## src/rtl/sram_port_arbiter.sv

```systemverilog
// Two-requester arbiter in front of one single-port SRAM macro: round-robin
// grant with optional burst lock, combinational macro drive, tagged read return.
module sram_port_arbiter #(
  parameter int ADDR_W = 14,
  parameter int DATA_W = 32
) (
  input  logic                       clk,
  input  logic                       rst,
  input  logic [1:0]                 req_i,
  input  logic [1:0]                 we_i,
  input  logic [1:0][DATA_W/8-1:0]   be_i,
  input  logic [1:0][ADDR_W-1:0]     addr_i,
  input  logic [1:0][DATA_W-1:0]     wdata_i,
  input  logic [1:0]                 lock_i,
  output logic [1:0]                 gnt_o,
  output logic [1:0]                 rvalid_o,
  output logic [DATA_W-1:0]          rdata_o,
  output logic                       sram_cs_o,
  output logic                       sram_oe_o,
  output logic [DATA_W/8-1:0]        sram_web_o,
  output logic [ADDR_W-1:0]          sram_a_o,
  output logic [DATA_W-1:0]          sram_di_o,
  input  logic [DATA_W-1:0]          sram_di_i
);

  typedef enum logic [1:0] {
    LOCK_NONE = 2'd0,
    LOCK_0    = 2'd1,
    LOCK_1    = 2'd2
  } lock_e;

  logic       rr_ptr_q, rr_ptr_d;
  lock_e      lock_owner_q, lock_owner_d;
  logic [1:0] rd_pend_q, rd_pend_d;

  logic [1:0] gnt;
  logic       gnt_idx;
  logic       locked_cont;

  // Grant selection: lock owner first, then round-robin priority.
  always_comb begin
    // NOTE: every always_comb output gets a default first so no latch is inferred.
    gnt         = 2'b00;
    locked_cont = 1'b0;
    if (!rst) begin
      if (lock_owner_q == LOCK_0 && req_i[0]) begin
        gnt         = 2'b01;
        locked_cont = 1'b1;
      end else if (lock_owner_q == LOCK_1 && req_i[1]) begin
        gnt         = 2'b10;
        locked_cont = 1'b1;
      end else if (req_i[rr_ptr_q]) begin
        gnt[rr_ptr_q] = 1'b1;
      end else if (req_i[~rr_ptr_q]) begin
        gnt[~rr_ptr_q] = 1'b1;
      end
    end
    gnt_idx = gnt[1];
  end

  always_comb begin
    rr_ptr_d = rr_ptr_q;
    if ((|gnt) && !locked_cont) begin
      rr_ptr_d = ~gnt_idx;
    end

    // A live owner that still requests is always granted, so an idle cycle or a
    // grant without lock_i means the lock is released.
    lock_owner_d = LOCK_NONE;
    if ((|gnt) && lock_i[gnt_idx]) begin
      lock_owner_d = gnt_idx ? LOCK_1 : LOCK_0;
    end

    rd_pend_d = gnt & ~we_i;
  end

  always_ff @(posedge clk) begin
    // NOTE: sequential state uses non-blocking assignments only.
    if (rst) begin
      rr_ptr_q     <= 1'b0;
      lock_owner_q <= LOCK_NONE;
      rd_pend_q    <= 2'b00;
    end else begin
      rr_ptr_q     <= rr_ptr_d;
      lock_owner_q <= lock_owner_d;
      rd_pend_q    <= rd_pend_d;
    end
  end

  // Macro drive follows the granted requester; idle bus is parked at zero.
  always_comb begin
    sram_cs_o  = 1'b0;
    sram_web_o = '1;
    sram_a_o   = '0;
    sram_di_o  = '0;
    if (|gnt) begin
      sram_cs_o  = 1'b1;
      sram_a_o   = addr_i[gnt_idx];
      sram_di_o  = wdata_i[gnt_idx];
      sram_web_o = we_i[gnt_idx] ? ~be_i[gnt_idx] : '1;
    end
  end

  // The pending tag is masked during reset so a read in flight is dropped at once.
  always_comb begin
    rvalid_o = rst ? 2'b00 : rd_pend_q;
    rdata_o  = (|rvalid_o) ? sram_di_i : '0;
  end

  assign gnt_o     = gnt;
  assign sram_oe_o = 1'b1;

endmodule

```

## config.mk

```make
export PLATFORM = sky130hd
export DESIGN_NAME = sram_port_arbiter
export DESIGN_NICKNAME = d
export VERILOG_FILES = /design/src/rtl/sram_port_arbiter.sv
export SDC_FILE = /design/constraint.sdc
export NUM_CORES = 1
export LEC_CHECK = 0
export CORE_AREA = 3 3 86 88
export CTS_BUF_LIST = sky130_fd_sc_hd__clkbuf_16
export CTS_CLUSTER_DIAMETER = 60
export DETAILED_ROUTE_END_ITERATION = 12
export DIE_AREA = 0 0 89 91
export PLACE_DENSITY_LB_ADDON = 0.3
export SYNTH_ARGS = -nofsm -noshare
export SYNTH_HDL_FRONTEND = slang
export SYNTH_SLANG_ARGS = --single-unit
```

## constraint.sdc

```tcl
create_clock -name clk -period 2.7 [get_ports clk]
set_input_delay 0.81 -clock clk [delete_from_list [all_inputs] [get_ports clk]]
set_output_delay 0.81 -clock clk [all_outputs]
set_load 0.02 [all_outputs]
```

==> results.sh <==
export IMPL_worstReg2RegStart="lock_owner_q[0]$_SDFF_PP0_"
export IMPL_reg2reg_depth=6
export IMPL_synth_fp_nets=270
export IMPL_cts_hold_fix_buffers=0
export IMPL_ant_nets=0
export IMPL_stdcell_area_um2=3829
export IMPL_cp_start_kind="input port"
export IMPL_grt_overflow=0
export IMPL_area_growth_pct=281.5
export IMPL_die_area_um2=8099
export IMPL_clock_path_buffers=2
export IMPL_wirelength_mm=7.466
export IMPL_end_kind="output port"
export IMPL_outcome="finished, violations left"
export IMPL_syn_instance_count=130
export IMPL_tritoncts="done"
export IMPL_synthesis_area_um2=1003
export IMPL_fin_ws_ns=-0.06186
export IMPL_start_util=0.1493
export IMPL_grt_pass1_vias=2034
export IMPL_stdcell_count=453
export IMPL_post_dp_hpwl_mm=5.299
export IMPL_postSynthAreaPerCell_um2=7.719
export IMPL_slowest_stage="a32oi_1"
export IMPL_synth_seq_cells=5
export IMPL_synth_cell_types=23
export IMPL_slew_viol_final=0
export IMPL_core_um2=6719
export IMPL_drt_iter0_markers=17
export IMPL_grt_max_degree=33
export IMPL_finalSetupViolations=51
export IMPL_num_vias=2009
export IMPL_numCtsBuffers=3
export IMPL_worstPathArrival_ns=1.95
export IMPL_synth_top_area_cell="a22o_1"
export IMPL_synth_top_cell_area_share=0.4015
export IMPL_hold_viol_final=0
export IMPL_place_port_buffers=226
export IMPL_grt_pass1_wl_mm=10.54
export IMPL_holdPathEnd="rr_ptr_q$_SDFFE_PP0P_"
export IMPL_die_w_um=89
export IMPL_hp_class="register to register"
export IMPL_nFillCells=637
export IMPL_violations="negative setup slack"
export IMPL_max_stage_delay_ns=0.20
export IMPL_rows=30
export IMPL_synthTopCellsByArea="a22o_1 40%, and2_1 22%, dfxtp_1 10%"
export IMPL_p_leak_nw=1.717
export IMPL_fin_nets=514
export IMPL_ys_warn_count=0
export IMPL_antenna_found_initial=0
export IMPL_worst_skew_pair_late_latency_ns=0.22
export IMPL_powerDensity_nw_per_um2=257.8
export IMPL_first_pass_iters=4
export IMPL_grt_util_all_layers=0.1645
export IMPL_post_route_min_period_ns=2.762
export IMPL_crit_path_cell_trace="buf_6 -> buf_4 -> nor2b_4 -> o221a_4 -> buf_12 -> buf_12 -> a32oi_1 -> buf_4"
export IMPL_min_delay_path_depth=2
export IMPL_crit_fanout=13
export IMPL_io_pin_count=228
export IMPL_rsz0062_at_grt="true"
export IMPL_die_h_um=91
export IMPL_r2r_end="lock_owner_q[1]$_SDFF_PP0_"
export IMPL_drive_above_1_share=0.3458
export IMPL_ctsHtreeMaxLevel=1
export IMPL_setup_tns_ns=-1.842
export IMPL_max_freq_mhz=362.1
export IMPL_yosysSeqAreaShare=0.09975
export IMPL_via_per_inst=4.435
export IMPL_place_inst=431
export IMPL_cap_violations=0
export IMPL_place_gp_congestion=0.8645
export IMPL_power_mw=0.9870
export IMPL_path_class="input port to output port"
export IMPL_cts_sinks=5
export IMPL_cts_root_buf="clkbuf_16"
export IMPL_fin_util=0.5698
export IMPL_peakVddDrop_mv=0.1652
export IMPL_clock_skew_ns=0.0008661
export IMPL_place_area_um2=3425
export IMPL_wl_per_cell_um=16.48
export IMPL_clk_pin_slew_ns=0.03
export IMPL_hp_start="rr_ptr_q$_SDFFE_PP0P_"
export IMPL_final_period_utilization=1.023
export IMPL_required_ns=1.89
export IMPL_drcViolationCount=0
export IMPL_antenna_cells=0
export IMPL_r2r_setup_slack_ns=1.19
[per-layer routing]
metal	global-route usage	share of wire	up-vias	wire length, um
li1	-	-	985	-
met1	0.1902	0.38	919	2815
met2	0.3106	0.53	101	3948
met3	0.03267	0.089	4	666
met4	0.02233	0.0047	0	35
met5	0	0	-	0
[report_power, final]
| part | internal, mW | leakage [nW] | total, mW | switching, mW |
|---|---|---|---|---|
| Sequential | 0.0783 | 0.0410 | 0.0821 | 0.00378 |
| Clock | 0.191 | 0.0423 | 0.236 | 0.0444 |
| Combinational | 0.422 | 1.63 | 0.669 | 0.247 |
[Yosys cell counts]
master / number
nand2_1: 1
nand3b_1: 1
a2111oi_2: 1
a31oi_1: 1
a32oi_1: 4
nor2b_1: 7
a22o_1: 46
o21ai_0: 1
dfxtp_1: 5
conb_1: 1
inv_1: 2
clkbuf_1: 3
nand2b_2: 1
nand2b_1: 1
buf_4: 1
o221a_1: 1
a21bo_2: 1
or2_1: 1
nor2_1: 2
buf_2: 11
and3b_1: 2
a211oi_2: 1
and2_1: 35
[logic make-up (layout without fill, tap and decap cells)]
family          after synthesis  in the layout  synth area share
compound gates               56             56            0.4963
flops                         5              5           0.09975
other cells                   1              1          0.003737
buf+inv                      17            260           0.08105
simple gates                 51             51            0.3192
[worst max-delay path: cells and delay by family]
family,cells,cell delay (ns)
AND/OR/NAND/NOR,1,0.12
AO/OA/AOI/OAI,2,0.33
buffers and inverters,5,0.68
[final cells by class]
type	instances	area (um^2)	area share
Clock buffer	3	75.07	0.01961
Clock inverter	1	3.754	0.0009804
Inverter	2	7.507	0.001961
Multi-Input combinational cell	108	874.6	0.2284
Sequential cell	5	100.1	0.02614
Tap cell	80	100.1	0.02614
Timing Repair Buffer	254	2668	0.6967
[through the flow]
| stage | hold slack (ns) | setup slack [ns] |
|---|---|---|
| 2_1_floorplan | 0.5847 | 0.05073 |
| 3_3_place_gp | 0.6309 | -0.9455 |
| 3_5_place_dp | 0.6317 | -0.9545 |
| 4_1_cts | 0.6689 | -0.09580 |
| 5_1_grt | 0.6829 | -0.1194 |
| 6_report | 0.6753 | -0.06186 |
[worst max path at each step]
| stage | from | to | slack, ns | depth (start not counted) |
|---|---|---|---|---|
| 3_5_place_dp | req_i[0] | sram_di_o[7] | -0.95 | 6 |
| 6_report | req_i[0] | sram_web_o[3] | -0.06 | 8 |
| 4_1_cts | req_i[0] | sram_web_o[3] | -0.1 | 7 |
| 2_1_floorplan | req_i[1] | sram_web_o[0] | 0.05 | 5 |
| 5_1_grt | req_i[0] | sram_web_o[3] | -0.12 | 7 |
| 3_3_place_gp | req_i[0] | sram_di_o[7] | -0.95 | 6 |
[registers in the layout (all words and copies together), names as in the netlist]
name	cells
lock_owner_q	2
rd_pend_q	2
rr_ptr_q	1
[timing repair]
action / 4_1_cts / 5_1_grt
gates cloned: 8 / 3
setup buffers: 6 / 1
endpoints found under the setup margin: 87 / 83
resized for setup: 386 / 64
pin swaps: 10 / 36
[cells in the final DEF, fill, tap and decap left out, types with 2 or more instances in the layout]
master / synthesis / final
a22o_1: 46 / 46
a32oi_1: 4 / 4
and2_1: 35 / 35
buf_12: 0 / 6
buf_16: 0 / 8
buf_2: 11 / 2
buf_4: 1 / 9
buf_6: 0 / 56
clkbuf_16: 0 / 6
clkbuf_2: 0 / 32
clkdlybuf4s50_1: 0 / 137
dfxtp_1: 5 / 5
inv_1: 2 / 2
nor2_1: 2 / 2
nor2b_1: 7 / 5
nor2b_4: 0 / 2
Note: power is estimated with default switching activity, not from simulation.
